--- src/rtl/seq_fsm_pkg.sv ---
// Shared types and defaults for the sequence-detector front end.
// The serializer state enum and parameter defaults live here.
package seq_fsm_pkg;

   typedef enum logic [0:0] {SER_IDLE, SER_SHIFT} ser_state_t;

   localparam int   DEF_WIDTH      = 8;
   localparam bit   DEF_MSB_FIRST  = 1'b1;
   localparam logic DEF_IDLE_LEVEL = 1'b1;

endpackage

--- src/rtl/ser_hold_buf.sv ---
// One-entry hold buffer that lets the next word wait while the current one shifts.
// ready_o is derived from the registered full flag only.
module ser_hold_buf #(
   parameter int WIDTH = 8
) (
   input  logic             clk,
   input  logic             reset,
   input  logic             load_i,
   input  logic             drain_i,
   input  logic [WIDTH-1:0] data_i,
   output logic [WIDTH-1:0] data_o,
   output logic             full_o,
   output logic             ready_o
);

   logic [WIDTH-1:0] data_q;
   logic             full_q;

   // load and drain are mutually exclusive: load needs ready, drain needs full
   always_ff @(posedge clk) begin
      if (reset) begin
         data_q <= '0;
         full_q <= 1'b0;
      end else if (load_i) begin
         data_q <= data_i;
         full_q <= 1'b1;
      end else if (drain_i) begin
         full_q <= 1'b0;
      end
   end

   assign data_o  = data_q;
   assign full_o  = full_q;
   assign ready_o = !full_q;

endmodule

--- src/rtl/seq_bit_serializer.sv ---
// Parallel-to-serial front end: words in over valid/ready, one bit per clock out
// on ser_bit; the line rests at IDLE_LEVEL whenever no data bit is presented.
module seq_bit_serializer
   import seq_fsm_pkg::*;
#(
   parameter int   WIDTH      = DEF_WIDTH,
   parameter bit   MSB_FIRST  = DEF_MSB_FIRST,
   parameter logic IDLE_LEVEL = DEF_IDLE_LEVEL
) (
   input  logic             clk,
   input  logic             reset,
   input  logic [WIDTH-1:0] in_data,
   input  logic             in_valid,
   output logic             in_ready,
   input  logic             stall,
   output logic             ser_bit,
   output logic             ser_valid,
   output logic             ser_last,
   output logic             busy,
   output ser_state_t       dbg_st
);

   // Handshake: a word transfers on a rising edge where in_valid && in_ready.
   // in_ready depends on registered state only, never on in_valid.

   localparam int            CW       = $clog2(WIDTH);
   localparam logic [CW-1:0] CNT_LAST = CW'(WIDTH - 1);

   ser_state_t       st_q, st_d;
   logic [WIDTH-1:0] sreg_q, sreg_d;
   logic [CW-1:0]    cnt_q, cnt_d;
   logic             accept, last_bit, shift_out;
   logic             hb_load, hb_drain, hfull;
   logic [WIDTH-1:0] hdata;

   ser_hold_buf #(.WIDTH(WIDTH)) u_hold (
      .clk     (clk),
      .reset   (reset),
      .load_i  (hb_load),
      .drain_i (hb_drain),
      .data_i  (in_data),
      .data_o  (hdata),
      .full_o  (hfull),
      .ready_o (in_ready)
   );

   assign accept    = in_valid && in_ready;
   assign shift_out = MSB_FIRST ? sreg_q[WIDTH-1] : sreg_q[0];
   assign ser_valid = (st_q == SER_SHIFT) && !stall;
   assign ser_bit   = ser_valid ? shift_out : IDLE_LEVEL;
   assign last_bit  = ser_valid && (cnt_q == CNT_LAST);
   assign ser_last  = last_bit;
   assign busy      = (st_q == SER_SHIFT) || hfull;
   assign dbg_st    = st_q;

   always_comb begin
      st_d     = st_q;
      sreg_d   = sreg_q;
      cnt_d    = cnt_q;
      hb_load  = 1'b0;
      hb_drain = 1'b0;
      case (st_q)
         SER_IDLE: begin
            if (accept) begin
               sreg_d = in_data;
               cnt_d  = '0;
               st_d   = SER_SHIFT;
            end
         end
         SER_SHIFT: begin
            if (last_bit) begin
               // Held word has priority; a same-edge handshake only lands here when empty
               if (hfull) begin
                  sreg_d   = hdata;
                  cnt_d    = '0;
                  hb_drain = 1'b1;
               end else if (accept) begin
                  sreg_d = in_data;
                  cnt_d  = '0;
               end else begin
                  st_d = SER_IDLE;
               end
            end else begin
               hb_load = accept;
               if (ser_valid) begin
                  sreg_d = MSB_FIRST ? {sreg_q[WIDTH-2:0], 1'b0}
                                     : {1'b0, sreg_q[WIDTH-1:1]};
                  cnt_d  = cnt_q + CW'(1);
               end
            end
         end
         default: st_d = SER_IDLE;
      endcase
   end

   always_ff @(posedge clk) begin
      if (reset) begin
         st_q   <= SER_IDLE;
         sreg_q <= '0;
         cnt_q  <= '0;
      end else begin
         st_q   <= st_d;
         sreg_q <= sreg_d;
         cnt_q  <= cnt_d;
      end
   end

endmodule

--- config.mk ---
export PLATFORM = sky130hd
export DESIGN_NAME = seq_bit_serializer
export DESIGN_NICKNAME = d
export VERILOG_FILES = /design/src/rtl/seq_fsm_pkg.sv /design/src/rtl/ser_hold_buf.sv /design/src/rtl/seq_bit_serializer.sv
export SDC_FILE = /design/constraint.sdc
export NUM_CORES = 1
export LEC_CHECK = 0
export ABC_AREA = 1
export BUFFER_PORTS_ARGS = -buffer_cell sky130_fd_sc_hd__buf_2
export CAP_MARGIN = 20
export CORE_MARGIN = 2
export CORE_UTILIZATION = 59
export CTS_BUF_LIST = sky130_fd_sc_hd__clkbuf_4 sky130_fd_sc_hd__clkbuf_8 sky130_fd_sc_hd__clkbuf_16
export CTS_CLUSTER_DIAMETER = 40
export DETAILED_ROUTE_END_ITERATION = 8
export GPL_ROUTABILITY_DRIVEN = 0
export PLACE_DENSITY = 0.91
export SYNTH_ARGS = -nofsm -noshare
export SYNTH_HDL_FRONTEND = slang
export SYNTH_SLANG_ARGS = --single-unit
--- constraint.sdc ---
create_clock -name clk -period 2.4 [get_ports clk]
set_clock_uncertainty 0.15 [all_clocks]
set_input_delay 0.12 -clock clk [delete_from_list [all_inputs] [get_ports clk]]
set_output_delay 0.12 -clock clk [all_outputs]
set_load 0.01 [all_outputs]
---- After elaboration in Yosys (flattened, before gate mapping) ----
Cells that the tools add are included.
cells by class
  divide/modulo/power cells ............... 0
  add/subtract/negate cells ............... 1
  muxes and demuxes ....................... 22
  reduce and logical (&&, ||, !) cells .... 7
  bitwise logic cells ..................... 1
  multipliers ............................. 0
  shift-type cells ........................ 0
  equal/unequal tests ..................... 2
  magnitude comparators ................... 0
operator list
  cell                                          count
  two-way mux 8 bit                             4
  case mux 8 bit (2 select lines)               1
  two-way mux 3 bit                             4
  two-way mux 1 bit                             11
  case mux 3 bit (2 select lines)               1
  adder 3 x 1 -> 3 bit (second input constant)  1
  equality test 3 bit (second input constant)   1
  logical AND 1 bit                             3
  != test 3 bit (second input constant)         1
  logical NOT 1 bit                             2
  case mux 1 bit (2 select lines)               1
  nonzero test 2 bit                            1
  logical OR 1 bit                              1
  inverter 1 bit                                1
storage, ports and cells
  memories kept ........................... 0
  bits in latches ......................... 0
  bits in read-only memories .............. 0
  register bits after elaboration ......... 21
  output and inout port bits .............. 6
  memory bits (writable) .................. 0
  word-level logic and storage cells ...... 38
  input port bits ......................... 12

---- Logic depth before layout (Yosys ltp) ----
Gate-level depths: netlist of run 1.
  depth after elaboration ................. 7
  gate-level depth with buffers ........... 9
  mapped depth without buffers ............ 8

---- Hierarchy ----
A second synthesis of run 1 with hierarchy kept.
unflattened totals
  cells, all modules ...................... 173
  area, all modules ....................... 1,079.8 µm²
by module, submodules not included
  module              area each (µm²)  cells each  seq. area each (µm²)  times used
  seq_bit_serializer  772.0            134         240.2                 1
  ser_hold_buf        307.8            39          180.2                 1

---- Least setup slack after synthesis of run 1 ----
OpenSTA, ideal clock, no wires.
  kind .................................... reg-to-reg
  start ................................... register cnt_q[0]
  end ..................................... register cnt_q[0]
  path buffers ............................ 0
  stages on the path, launching flop included .. 8
  setup slack ............................. 818 ps
  required time ........................... 2,180 ps
  arrival time ............................ 1,362 ps
  period minus slack after synthesis ...... 1,582 ps
  library setup time ...................... 70 ps
  cells stage by stage .................... dfxtp_1 > ha_1 > ha_1 > nand3_4 > inv_2 > nand2_1 > a21o_1 > a21oi_1
between the ends
  cells in the longest elaborated chain, start to end .. 4
  elaborated cells between the ends (all ways) .. 9
  those cells by class .................... add/sub (1); eq/ne (2); mux (5); reduce/logical (1)
RTL lines
  item                             RTL line                   RTL
  start, declared                  seq_bit_serializer.sv:31   logic [CW-1:0] cnt_q, cnt_d;
  start signal, assigned           seq_bit_serializer.sv:104  cnt_q <= cnt_d;
  equality test 3 bit (*)          seq_bit_serializer.sv:51   assign last_bit = ser_valid && (cnt_q == CNT_LAST);
  logical AND 1 bit (*)            seq_bit_serializer.sv:51
  named net ser_last               seq_bit_serializer.sv:18   output logic ser_last,
  two-way mux 3 bit                seq_bit_serializer.sv:71   if (last_bit) begin
  case mux 3 bit (2 select lines)  seq_bit_serializer.sv:62   case (st_q)
Mark *: on every way through the listed nets, which the timed path passes. The rest lies on a longest branch. The select of a mux whose other input is x is not followed.
A chain may end at the register's enable or synchronous reset.

---- Worst setup path after layout of run 1 ----
  start ................................... register cnt_q[0]
  end ..................................... output ser_last
between the ends
  cells in the longest elaborated chain, start to end .. 2
RTL lines
  item                 RTL line
  equality test 3 bit  seq_bit_serializer.sv:51
  logical AND 1 bit    seq_bit_serializer.sv:51
  end, declared        seq_bit_serializer.sv:18
Every way passes these cells.

==> flow_results.org, run 1 <==
** Logic synthesis
- Sequential area share after synthesis :: 0.351
- In the synthesized netlist, the cells that appear most often are nand2_1 (62), dfxtp_1 (21), a21oi_1 (18).
- The Yosys step of the flow raised 0 warnings.
- The synthesized design contains 0 enable-type register cells.
- The netlist uses 28 different library cells.
- Synthesis inferred 21 register bits.
- Averaged over all synthesized cells, the footprint is 6.81 um^2.
- Most used flip-flop cell after synthesis :: dfxtp_1
- Post-synthesis async set-or-reset flop share :: 0
- Most area-consuming cells after synthesis :: dfxtp_1 (35%), nand2_1 (19%), a21oi_1 (7.5%), nand3_1 (6.3%), a22oi_1 (3.8%)
- Net Count, Synth :: between 150 and 200
- Largest area contributor in the netlist :: dfxtp_1
- Synth top area share :: 0.351
- Yosys instantiated no cell more often than nand2_1.
- Synthesis produced 176 cells.
- After synthesis the cells add up to approximately 1200 um^2.

** Worst setup path
- Crit-path most repeated cell :: ha_1
- CP Data Arrival Time :: 1.67 ns
- Setup slack on the worst reg-to-reg path comes out at 0.56 ns.
- Startpoint of the most critical setup path :: cnt_q[0]
- Critical path launch point type :: flip-flop
- Data on the critical path is required at its endpoint by between 2 and 2.5 ns.
- STA classifies the critical path endpoint as an output pin.
- For this run, the slowest stage of the critical path takes 0.41 ns.
- The worst setup path is of the reg -> out kind.
- Traced cell by cell, the critical path runs through ha_1 -> ha_1 -> nand3_4 -> inv_2 -> buf_2.
- Startpoint of the worst-slack reg-to-reg timing path :: cnt_q[0]
- Master of the slowest instance on the critical path :: dfxtp_1
- Worst-path fanout max :: 7

** Floorplanning
- From bottom edge to top edge, the die measures 49.1 um.
- Die footprint :: between 2000 and 2500 um^2
- For this configuration, the core starts out at a cell density of 0.617.
- DIE WIDTH :: 49.1 um
- 18 I/O pins were placed.
- CORE AREA :: 1940 um^2
- The floorplan has 16 rows.

** Power
- The analysis attributes to cell leakage a power of 0.000628 uW.
- PD cells :: just over 500 nW/um^2
- VDD sags by at most 0.368 mV.

** Layout
- The final layout contains 214 nets.
- Number of filler instances in the final layout :: 174
- Fraction of layout instances using a drive strength above 1 :: 0.171
- Post-route insts no fill :: 226
- Compared with the post-synthesis result, the final layout area differs by 14.9%.
- 0 antenna diodes ended up in the layout.

** Clock tree
- Resized cells post-CTS :: 0
- Hold repair after CTS inserted 8 buffers.
- Post-CTS setup repair buffer count :: 0
- CTS H-Tree Depth :: 1
- The number of clock buffers added by TritonCTS is 3.
- Num Clock Sinks :: 21
- After clock tree synthesis, the clock-pin slew on the worst setup and hold paths is 0.12 ns.
- For the worst-skew pair, the clock arrives at the later sink with an insertion delay of 0.31 ns.
- Maximum number of buffers from clock root to sink :: 2
- Clock tree root buffer cell :: clkbuf_4
- TritonCTS built the clock tree.

** STA
- Remaining max-slew budget at the tightest pin :: 0.715
- Setup total negative slack on the finished layout was measured at 0 ns.
- Setup repair after global routing left no endpoint under its margin.
- Setup violations remaining at the end of the flow were counted as 0.
- Final hold violation count :: 0
- At the pin with the least slew margin, the transition time is around 0.43 ns.
- Final critical-path share of the clock period :: 0.809
- Min Tclk post-route :: 1.94 ns
- WHS :: 0.0511 ns
- The worst path meets setup with 0.458 ns of slack.
- The max-slew violation total from the final report was 0.
- For this run, the top clock speed supported by timing is 515 MHz.

** Detailed routing
- For this run, design rule violations remaining after detail routing come to 0.
- The final route contains 1331 vias.
- Total routed wirelength :: 3050 um
- Detailed-route vias per instance :: 5.89
- The count of nets left with antenna violations once routing finished came out at 0.
- In the final routed layout, each cell accounts on average for 13.5 um.
- Detailed Routing Iterations Pass 1 :: 5
- The first routing iteration left 65 violations.

** Placement
- In this run the tool buffered the top-level ports with 17 buffer cells.
- Counting tap cells, the placed design contains a total of between 200 and 250 instances.
- OpenSTA, run right after detailed placement, puts the worst setup slack at 0.594 ns.
- Dpl hpwl :: 2070 um

** Global route
- Overflow after GRT :: 0
- Vias in the first global route :: 1196
- Tot GR Track Use :: 0.276
- Entering global routing, the biggest net connects 19 pins.
- The number of antenna violations at the first check in global routing was 0.
- Global-route wire length before repair :: 5090 um

** Hold path
- In this run the most critical hold path is launched from reset.
- Type of the worst min-delay path :: in -> reg

** Run
- MaxCap Viol Count :: 0

** Status
- Outcome :: complete, no violations
## power by group
part | total [uW] | internal (uW) | switching [uW] | leakage, uW
clock network | 173 | 62.4 | 111 | 0.0000177
logic | 136 | 53.2 | 82.7 | 0.000438
registers | 388 | 368 | 19.9 | 0.000172
## worst max-delay path: cells and delay by family (launching register included)
kind,cells,cell delay [ns]
adders and majority gates,2,0.52
buffers and inverters,2,0.27
DFF,1,0.41
and+or+nand+nor,1,0.16
## cells in the final DEF, fill, tap and decap left out
master / instances
a21o_1: 1
a21oi_1: 18
a22oi_1: 6
and3_1: 1
buf_2: 17
clkbuf_4: 3
clkinv_2: 1
dfxtp_1: 21
dlygate4sd3_1: 8
ha_1: 2
inv_1: 8
inv_2: 4
inv_4: 2
nand2_1: 62
nand2_2: 1
nand3_1: 15
nand3_2: 1
nand3_4: 1
nand4_1: 5
nor2_1: 9
nor2_2: 1
nor2_4: 1
nor2_8: 1
nor4_1: 1
o21ai_0: 6
o21ai_1: 2
o21ai_2: 1
## state kept, by name, summed over array words and instances (netlist names)
signal	count
u_hold.data_o	8
sreg_q	8
cnt_q	3
u_hold.full_o	1
dbg_st	1
## worst paths after layout
kind / end / cells after the start
max: ser_last / 5
min reg2reg: u_hold.data_o[4] / 2
max reg2reg: u_hold.data_o[5] / 7
min: sreg_q[0] / 2
## metal layers
layer	wire length, um	up-vias	part of all wire	track usage
met4	93	0	0.030	0.157
met5	0	-	0	0
met1	1140	599	0.37	0.326
met3	296	13	0.097	0.0276
met2	1530	85	0.50	0.484
li1	-	634	-	-
## kinds of logic (layout without fill, tap and decap cells)
| logic type | after synthesis | after routing | synth area share |
|---|---|---|---|
| AND/OR/NAND/NOR | 99 | 99 | 0.381 |
| AO/OA/AOI/OAI | 34 | 34 | 0.160 |
| flip-flops | 21 | 21 | 0.351 |
| buffers and inverters | 20 | 43 | 0.0877 |
| adder cells (fa/ha/maj) | 2 | 2 | 0.0209 |
## area by class of cell
| type | instances | area (um^2) | area share |
|---|---|---|---|
| Inverter | 14 | 57.6 | 0.0418 |
| Clock inverter | 1 | 5.00 | 0.00363 |
| Tap cell | 27 | 33.8 | 0.0245 |
| Multi-Input combinational cell | 135 | 673 | 0.489 |
| Timing Repair Buffer | 25 | 165 | 0.120 |
| Clock buffer | 3 | 22.5 | 0.0163 |
| Sequential cell | 21 | 420 | 0.305 |
## stage by stage
step	power, uW	area, um^2	util
after CTS	695	1380	0.709
after detailed placement	518	1270	0.654
after global placement	513	1270	0.654
final	696	1380	0.709
after floorplan	483	1200	-
after global routing	731	1380	0.709
Note: power is estimated with default switching activity, not from simulation.
==> inputs of run 2 (changes only) <==
Settings changed: ABC_AREA 1 to 0, CORE_UTILIZATION 59 to 54, PLACE_DENSITY 0.91 to 0.86.
Clock period 2.4 ns to 1.9 ns, I/O delays scaled along.
==> run 2 against run 1 <==
  * Sequential share of layout area shrank 0.24 points
  * Non-clock buffer count grew 4
  * Critical path depth is the same
  * Critical path type unchanged
  * Largest power group unchanged
  * Die area grew 3.6%
  * Largest cell class unchanged
  * Worst hold slack lost 0.014 ns
  * Design area grew 1.1%
==> flow_results.org, run 2 <==
** Floorplanning
- Number of I/O pins :: 18 (unchanged)
- The site row count is 16 (unchanged).
- Vert. Die Dim :: 49.9 um (+1.8%)
- The overall die width came to 49.9 um (+1.8%).
- The core area came to 1980 um^2 (+2.1%).
- The total die area came to 2490 um^2 (+3.6%).
- Effective utilization at floorplan :: 0.575 (-0.0421)

** Detailed routing
- The number of remaining DRC errors came to 0 (unchanged).
- Detail Route Antenna Nets :: 0 (unchanged)
- Starting DRT DRC Count :: 34 (-48%)
- The total via count after detailed routing is 1098 (-18%).
- Detailed-route vias per instance :: 5.90 (+0.24%)
- Average wire per cell in the routed design :: 15.0 um (+11%)
- The length of the first detailed-routing pass in iterations was 4 (-1).
- The total wirelength of the detailed-routed design came to 2800 um (-8.4%).

** Worst setup path
- The setup path with the least slack is of type reg -> out.
- The arrival time of the worst setup path came to 1.53 ns (-0.14 ns).
- Critical path cell sequence :: ha_1 -> ha_1 -> buf_6 -> and2_1 -> buf_2
- The buffer and inverter count on the worst path was 2 (unchanged).
- Crit-path most repeated cell :: ha_1
- The worst setup path is captured at an output pin.
- Critical path's largest stage delay :: 0.36 ns (-0.05 ns)
- The largest fanout on the critical path was 20 (+13).
- STA classifies the critical path startpoint as a flip-flop.
- The worst path required time was 1.65 ns (-0.48 ns).
- Kind of cell adding the most delay to the critical path :: adder cells
- The slowest stage of the critical path is the dfxtp_2 cell.

** Power
- Comb power frac :: 0.214 (+0.019)
- Leakage Power :: 0.000537 uW (-14%)
- The overall power is 895 uW (+29%).
- The proportion of power drawn by flip-flops and latches was 0.547 (-0.009).
- Sw Pwr :: 254 uW (+19%)
- The fraction of power spent switching nets came to 0.283 (-0.0230).
- Internal portion of total power :: 642 uW (+33%)
- The power density over cell area was 643 nW/um^2 (+27%).
- Part of the total power dissipated in the clock network :: 0.239 (-0.009)
- Peak VDD IR :: 0.482 mV (+31%)

** Clock tree
- The maximum buffer depth of the clock tree came to 2 (unchanged).
- The number of clock sinks seen by CTS is 21 (unchanged).
- The clock transition at the registers of the reported paths is 0.12 ns (about the same).
- The clock latency on the worst-skew pair was 0.30 ns (about the same).
- Number of buffers created by CTS :: 3 (unchanged)
- The number of buffers inserted by post-CTS setup repair came to 0 (unchanged).
- The tree is rooted in a clkbuf_4.
- TritonCTS built the clock tree.
- The total number of H-tree levels came to 1 (unchanged).

** Layout
- The library cells used most frequently in the layout, excluding fill and tap cells, are dfxtp_1 (20), buf_2 (17), o22ai_1 (13), nor2_1 (12).
- The count of antenna diodes in the layout is 0 (unchanged).
- The share of final-layout standard cells stronger than drive strength 1 was 0.245 (+0.0744).
- Number of filler instances in the final layout :: 159 (-8.6%)
- Seq. cell area :: 422 um^2 (+0.30%)
- Growth of design area from synthesis to finish :: 22.2%
- The post-layout utilization of the core came to 0.703 (-0.00675).
- The area of the multi-input gates is 668 um^2 (-0.74%).
- The total number of nets in the final design was 174 (-19%).
- Leading cell type in the layout, fill and taps excluded :: dfxtp_1

** STA
- Unrepaired setup endpoints after global routing :: no
- Fmax :: roughly 560 MHz
- Number of failing setup endpoints in the final timing report :: 0 (unchanged)
- Total count of max-transition violations in the final report :: 0 (unchanged)
- Dividing the final minimum period by the clock period gives 0.933.
- WHS :: 0.0373 ns (-0.0138 ns)
- Remaining max-slew budget at the tightest pin :: 0.678 (-0.0371)
- Final-layout setup total negative slack :: 0 ns (unchanged)
- Final setup margin :: 0.127 ns (-0.331 ns)
- Final hold violation count :: 0 (unchanged)
- Slew at the pin closest to its max-slew limit :: 0.482 ns (+0.0545 ns)
- After layout, the minimum clock period comes to 1.77 ns.

** Logic synthesis
- The gate count after technology mapping came to 133 (-24%).
- The total of warnings raised by yosys came to 0 (unchanged).
- Number of distinct library cell variants in the gate-level netlist after synthesis :: 32 (+14%)
- The number of nets in the synthesized netlist was 147 (-23%).
- The share of flip-flops with an asynchronous set or reset after synthesis is 0 (unchanged).
- The top-area cell type share of the netlist area was 0.369 (+0.0181).
- The register bit count reported by yosys came to 21 (unchanged).
- Most used flip-flop cell after synthesis :: dfxtp_1
- The most common cell in the synthesized netlist is dfxtp_1.
- Sequential area share after synthesis :: 0.369 (+0.0181)
- Yosys attributes the largest share of cell area to dfxtp_1 (37%), o22ai_1 (7.1%), mux2i_1 (7.0%), mux2_2 (5.9%), a21oi_1 (4.4%).
- Most instantiated cells after synthesis :: dfxtp_1 (21), o22ai_1 (13), nor2_1 (12)
- Post-Syn Area :: 1140 um^2 (-4.9%)
- The mean cell area of the mapped netlist is 8.57 um^2 (+26%).
- Largest area contributor in the netlist :: dfxtp_1
- The number of enable-type register cells in the synthesized netlist is 0 (unchanged).

** Placement
- Port Buffers :: 17 (unchanged)
- The total half-perimeter wirelength after legalization and detailed placement came to 1910 um (-7.7%).
- Post-placement setup slack :: 0.0954 ns (-0.499 ns)

** Global route
- The maximum number of pins on one net before global-route repair is 21 (+2).
- Overflow after GRT :: 0 (unchanged)
- The via count of the first global-routing pass came to 1069 (-11%).
- The global-route usage over all layers was 0.249 (-0.0277).
- Initial antenna violation count :: 0 (unchanged)
- Global-route wire length before repair :: 4770 um (-6.4%)

** Hold path
- Type of the worst min-delay path :: in -> reg

** Status
- The run finished with clean final reports.

** Run
- The reported max-cap violation count came to 0 (unchanged).
-- run 2: changes by cell type in the layout (fill, tap and decap cells not counted), moves of 6 or more --
cell,delta
nand2_1,-52
nand3_1,-14
a21oi_1,-8
o22ai_1,+13
mux2_2,+6
mux2i_1,+7
-- run 2: timing repair --
item | CTS | global route
endpoints found under the setup margin | 0 | 12
hold buffers | 8 | 0
endpoints found under the hold margin | 12 | 0
gates resized for setup | 0 | 4
-- run 2: tightest hold or removal path, cell delays in order --
cell	delay, ns
buf_2	0.13
nand2_1	0.14
a211oi_1	0.09
-- run 2: power groups by stage --
stage / combinational, uW / clock [uW] / sequential, uW
2_1_floorplan: 121 / 0 / 489
3_3_place_gp: 166 / 0 / 495
3_5_place_dp: 172 / 0 / 498
4_1_cts: 186 / 221 / 488
5_1_grt: 210 / 238 / 493
6_report: 192 / 214 / 490
-- run 2: cell families (layout without fill, tap and decap cells) --
group,Yosys count,count (layout),share of synthesized area
muxes,15,15,0.139
adders and majority gates,2,2,0.0220
buffers and inverters,15,41,0.0560
DFF,21,21,0.369
and+or+nand+nor,39,39,0.179
AOI/OAI and AO/OA,41,41,0.235
-- run 2: layout make-up --
type,instances,share of cell area
flip-flops and latches,21,0.303
repair buffers,29,0.152
inverters,8,0.0216
multi-input cells,97,0.480
well taps,27,0.0243
clock inverters,1,0.00359
clock buffers,3,0.0162
-- run 2: path summary, 6_finish.rpt --
check	start	endpoint	slack [ns]	cells after the start
worst min register to register	cnt_q[2]	cnt_q[2]	0.35	1
worst max-delay path	cnt_q[0]	ser_last	0.13	5
worst min-delay path	in_valid	u_hold.full_o	0.04	3
worst max register to register	cnt_q[0]	u_hold.data_o[5]	0.13	7
-- run 2: through the flow --
stage / instance area (um^2) / cells
floorplan: 1140 / 133
global placement: 1270 / 174
detailed placement: 1270 / 174
CTS: 1380 / 186
global route: 1390 / 186
finish: 1390 / 186
-- run 2: layer usage --
| layer | global-route usage | wire, um | up-vias |
|---|---|---|---|
| met5 | 0 | 0 | - |
| met4 | 0.102 | 72 | 0 |
| met3 | 0.0364 | 154 | 8 |
| met2 | 0.436 | 1400 | 46 |
| met1 | 0.302 | 1170 | 510 |
| li1 | - | - | 534 |
==> inputs of run 3 (changes only) <==
--- a/config.mk
+++ b/config.mk
@@ -7,5 +7,5 @@
 export LEC_CHECK = 0
 export ABC_AREA = 0
-export BUFFER_PORTS_ARGS = -buffer_cell sky130_fd_sc_hd__buf_2
+export BUFFER_PORTS_ARGS = -buffer_cell sky130_fd_sc_hd__buf_4
 export CAP_MARGIN = 20
 export CORE_MARGIN = 2
==> constraint.sdc (replaced) <==
create_clock -name clk -period 1.9 [get_ports clk]
set_clock_uncertainty 0.15 [all_clocks]
set_input_delay 0.285 -clock clk [delete_from_list [all_inputs] [get_ports clk]]
set_output_delay 0.285 -clock clk [all_outputs]
set_load 0.01 [all_outputs]
==> run 3 against run 2 <==
  * Via count increased by 0.82%
  * Critical path depth unchanged
  * Core utilization decreased by 0.63 points
  * Clock power increased by 11%
  * Critical path type unchanged
  * Critical endpoint unchanged
  * Highest routed layer unchanged
==> flow_results.org, run 3 (synthesis gave the netlist of run 2 again) <==
** Worst setup path
- Required time worst endpoint :: 1.46 ns (-0.19 ns)
- The arrival time of the worst setup path was 1.40 ns (-0.13 ns).
- Crit. End Element :: output pin
- The worst setup path is of the reg -> out kind.
- Walking the worst path, the cells encountered are ha_2 -> ha_2 -> buf_6 -> and2_1 -> buf_4.
- The worst setup path is launched from a flip-flop.
- Worst-path fanout max :: 4 (-80%)
- The largest stage delay on the critical path is 0.35 ns (about the same).
- The slowest stage of the critical path is the dfxtp_2 cell.
- Crit-path most repeated cell :: ha_2

** Global route
- Overflow after GRT :: 0 (unchanged)
- Vias in the first global route :: 1026 (-4.0%)
- Maximum number of pins on one net before global-route repair :: 22 (+4.8%)
- The global-route usage over all layers was 0.243 (-0.00572).
- The number of antenna violations at the first check in global routing was 0 (unchanged).
- The first-pass GRT wire length is 4660 um (-2.3%).

** Layout
- Leaving out fill and tap cells, the most frequent cell in the layout is buf_4.
- In the layout the commonest cells are buf_4 (22), dfxtp_1 (18), o22ai_1 (13), nor2_1 (12).
- Fraction of layout instances using a drive strength above 1 :: 0.297 (+0.0515)
- The total number of nets in the final design was 170 (-2.3%).
- Post-route insts no fill :: 182 (-2.2%)
- Final cell area excluding filler cells :: 1380 um^2 (-0.90%)
- The count of antenna diodes in the layout is 0 (unchanged).
- Relative to the synthesized area, the layout overhead comes to 21.1%.

** Clock tree
- The clock transition at the registers of the reported paths came to 0.12 ns (about the same).
- The hold-fix buffer count after cts was 0 (-8).
- Clock tree root buffer cell :: clkbuf_4
- Maximum number of buffers from clock root to sink :: 2 (unchanged)
- The total number of H-tree levels came to 1 (unchanged).
- Number of buffers created by CTS :: 3 (unchanged)
- The number of clock sinks seen by CTS is 21 (unchanged).
- Clock network latency to the later pin of the worst-skew pair :: 0.31 ns (about the same)
- TritonCTS clock tree :: done

** Floorplanning
- Number of I/O pins :: 18 (unchanged)
- The total die area is 2490 um^2 (unchanged).
- The site row count is 16 (unchanged).
- CORE AREA :: 1980 um^2 (unchanged)
- Vert. Die Dim :: 49.9 um (unchanged)
- The initial core utilization was 0.575 (unchanged).
- DIE WIDTH :: 49.9 um (unchanged)

** Placement
- Port Buffers :: 17 (unchanged)
- Dpl hpwl :: 1890 um (-1.3%)
- DP Cell Count :: 173 (-0.57%)
- Standard cell area after detailed placement :: 1300 um^2 (+2.8%)

** Detailed routing
- Total routed wirelength :: 2920 um (+4.5%)
- The detailed router's first-iteration violation count was 53 (+56%).
- Drt drc :: 0 (unchanged)
- The post-route antenna net violation count is 0 (unchanged).
- Wire length on met1 :: 1210 um (+3.8%)
- Routed wl met3 :: 214 um (+39%)
- In this run the top signal layer used is met4.
- Average wire per cell in the routed design :: 16.1 um (+6.8%)
- The length of the first detailed-routing pass in iterations was 4 (unchanged).
- The post-detailed-route via-to-cell ratio is 6.08 (+3.0%).
- Met2 wire length :: 1470 um (+4.9%)
- The total via count after detailed routing came to 1107 (+0.82%).

** STA
- Remaining max-slew budget at the tightest pin :: 0.688 (+0.0102)
- Unrepaired setup endpoints after global routing :: no
- Final hold violation count :: 0 (unchanged)
- The tightest hold margin was 0.0622 ns (+0.0249 ns).
- Slew at the pin closest to its max-slew limit :: 0.466 ns (-0.0153 ns)
- Final critical-path share of the clock period :: 0.964 (+0.0314)
- The total negative setup slack is 0 ns (unchanged).
- The maximum achievable frequency came to 546 MHz (-3.3%).
- The number of failing setup endpoints in the final timing report is 0 (unchanged).
- The shortest period the worst path allows came to 1.83 ns (+0.0597 ns).
- Total count of max-transition violations in the final report :: 0 (unchanged)

** Power
- The leakage dissipation was 0.000533 uW (-0.71%).
- The power density over cell area is 663 nW/um^2 (+3.2%).
- The maximum vdd ir drop came to 0.575 mV (+19%).

** Hold path
- In this run the worst hold path is classified as in -> reg.

** Status
- Outcome :: complete, no violations

** Run
- MaxCap Viol Count :: 0 (unchanged)
-- run 3: critical path, delay by kind of cell (launching register included) --
family,cells,cell delay (ns)
buffers and inverters,2,0.26
adder cells (fa/ha/maj),2,0.35
AND/OR/NAND/NOR,1,0.14
flip-flops,1,0.35
-- run 3: area by class of cell --
type                       count  area, um^2
multi-input combinational     97         661
fill                         159         602
sequential                    21         424
timing repair buffer          25         201
tap                           27        33.8
clock buffer                   4        30.0
inverter                       8        30.0
-- run 3: where the power goes --
part / switching [uW] / internal (uW) / leakage, uW
registers: 25.1 / 465 / 0.000173
logic: 91.7 / 97.5 / 0.000342
clock network: 140 / 96.4 / 0.0000184
-- run 3: per-layer routing --
metal  track usage  vias to the layer above
met5             0                        -
met4        0.0787                        0
met1         0.311                      528
met2         0.411                       52
li1              -                      525
met3        0.0424                        2
-- run 3: what timing repair did --
action | in CTS | in global routing
cloned | 1 | 0
gates resized for setup | 3 | 3
setup endpoints to repair | 1 | 2
setup buffers | 1 | 3
-- run 3: worst paths after layout --
path | from | end | slack (ns) | depth (start not counted)
worst max-delay path | cnt_q[0] | ser_last | 0.07 | 5
worst min-delay path | in_data[1] | u_hold.data_o[1] | 0.06 | 3
worst max register to register | cnt_q[0] | cnt_q[2] | 0.13 | 7
worst min register to register | cnt_q[1] | cnt_q[1] | 0.36 | 1
-- run 3: per-stage QoR --
step,util,setup WS (ns),power [uW]
floorplan,-,0.131,610
global placement,0.657,0.189,671
detailed placement,0.657,0.106,681
CTS,0.682,0.00184,913
global route,0.696,0.0133,953
finish,0.696,0.0675,916
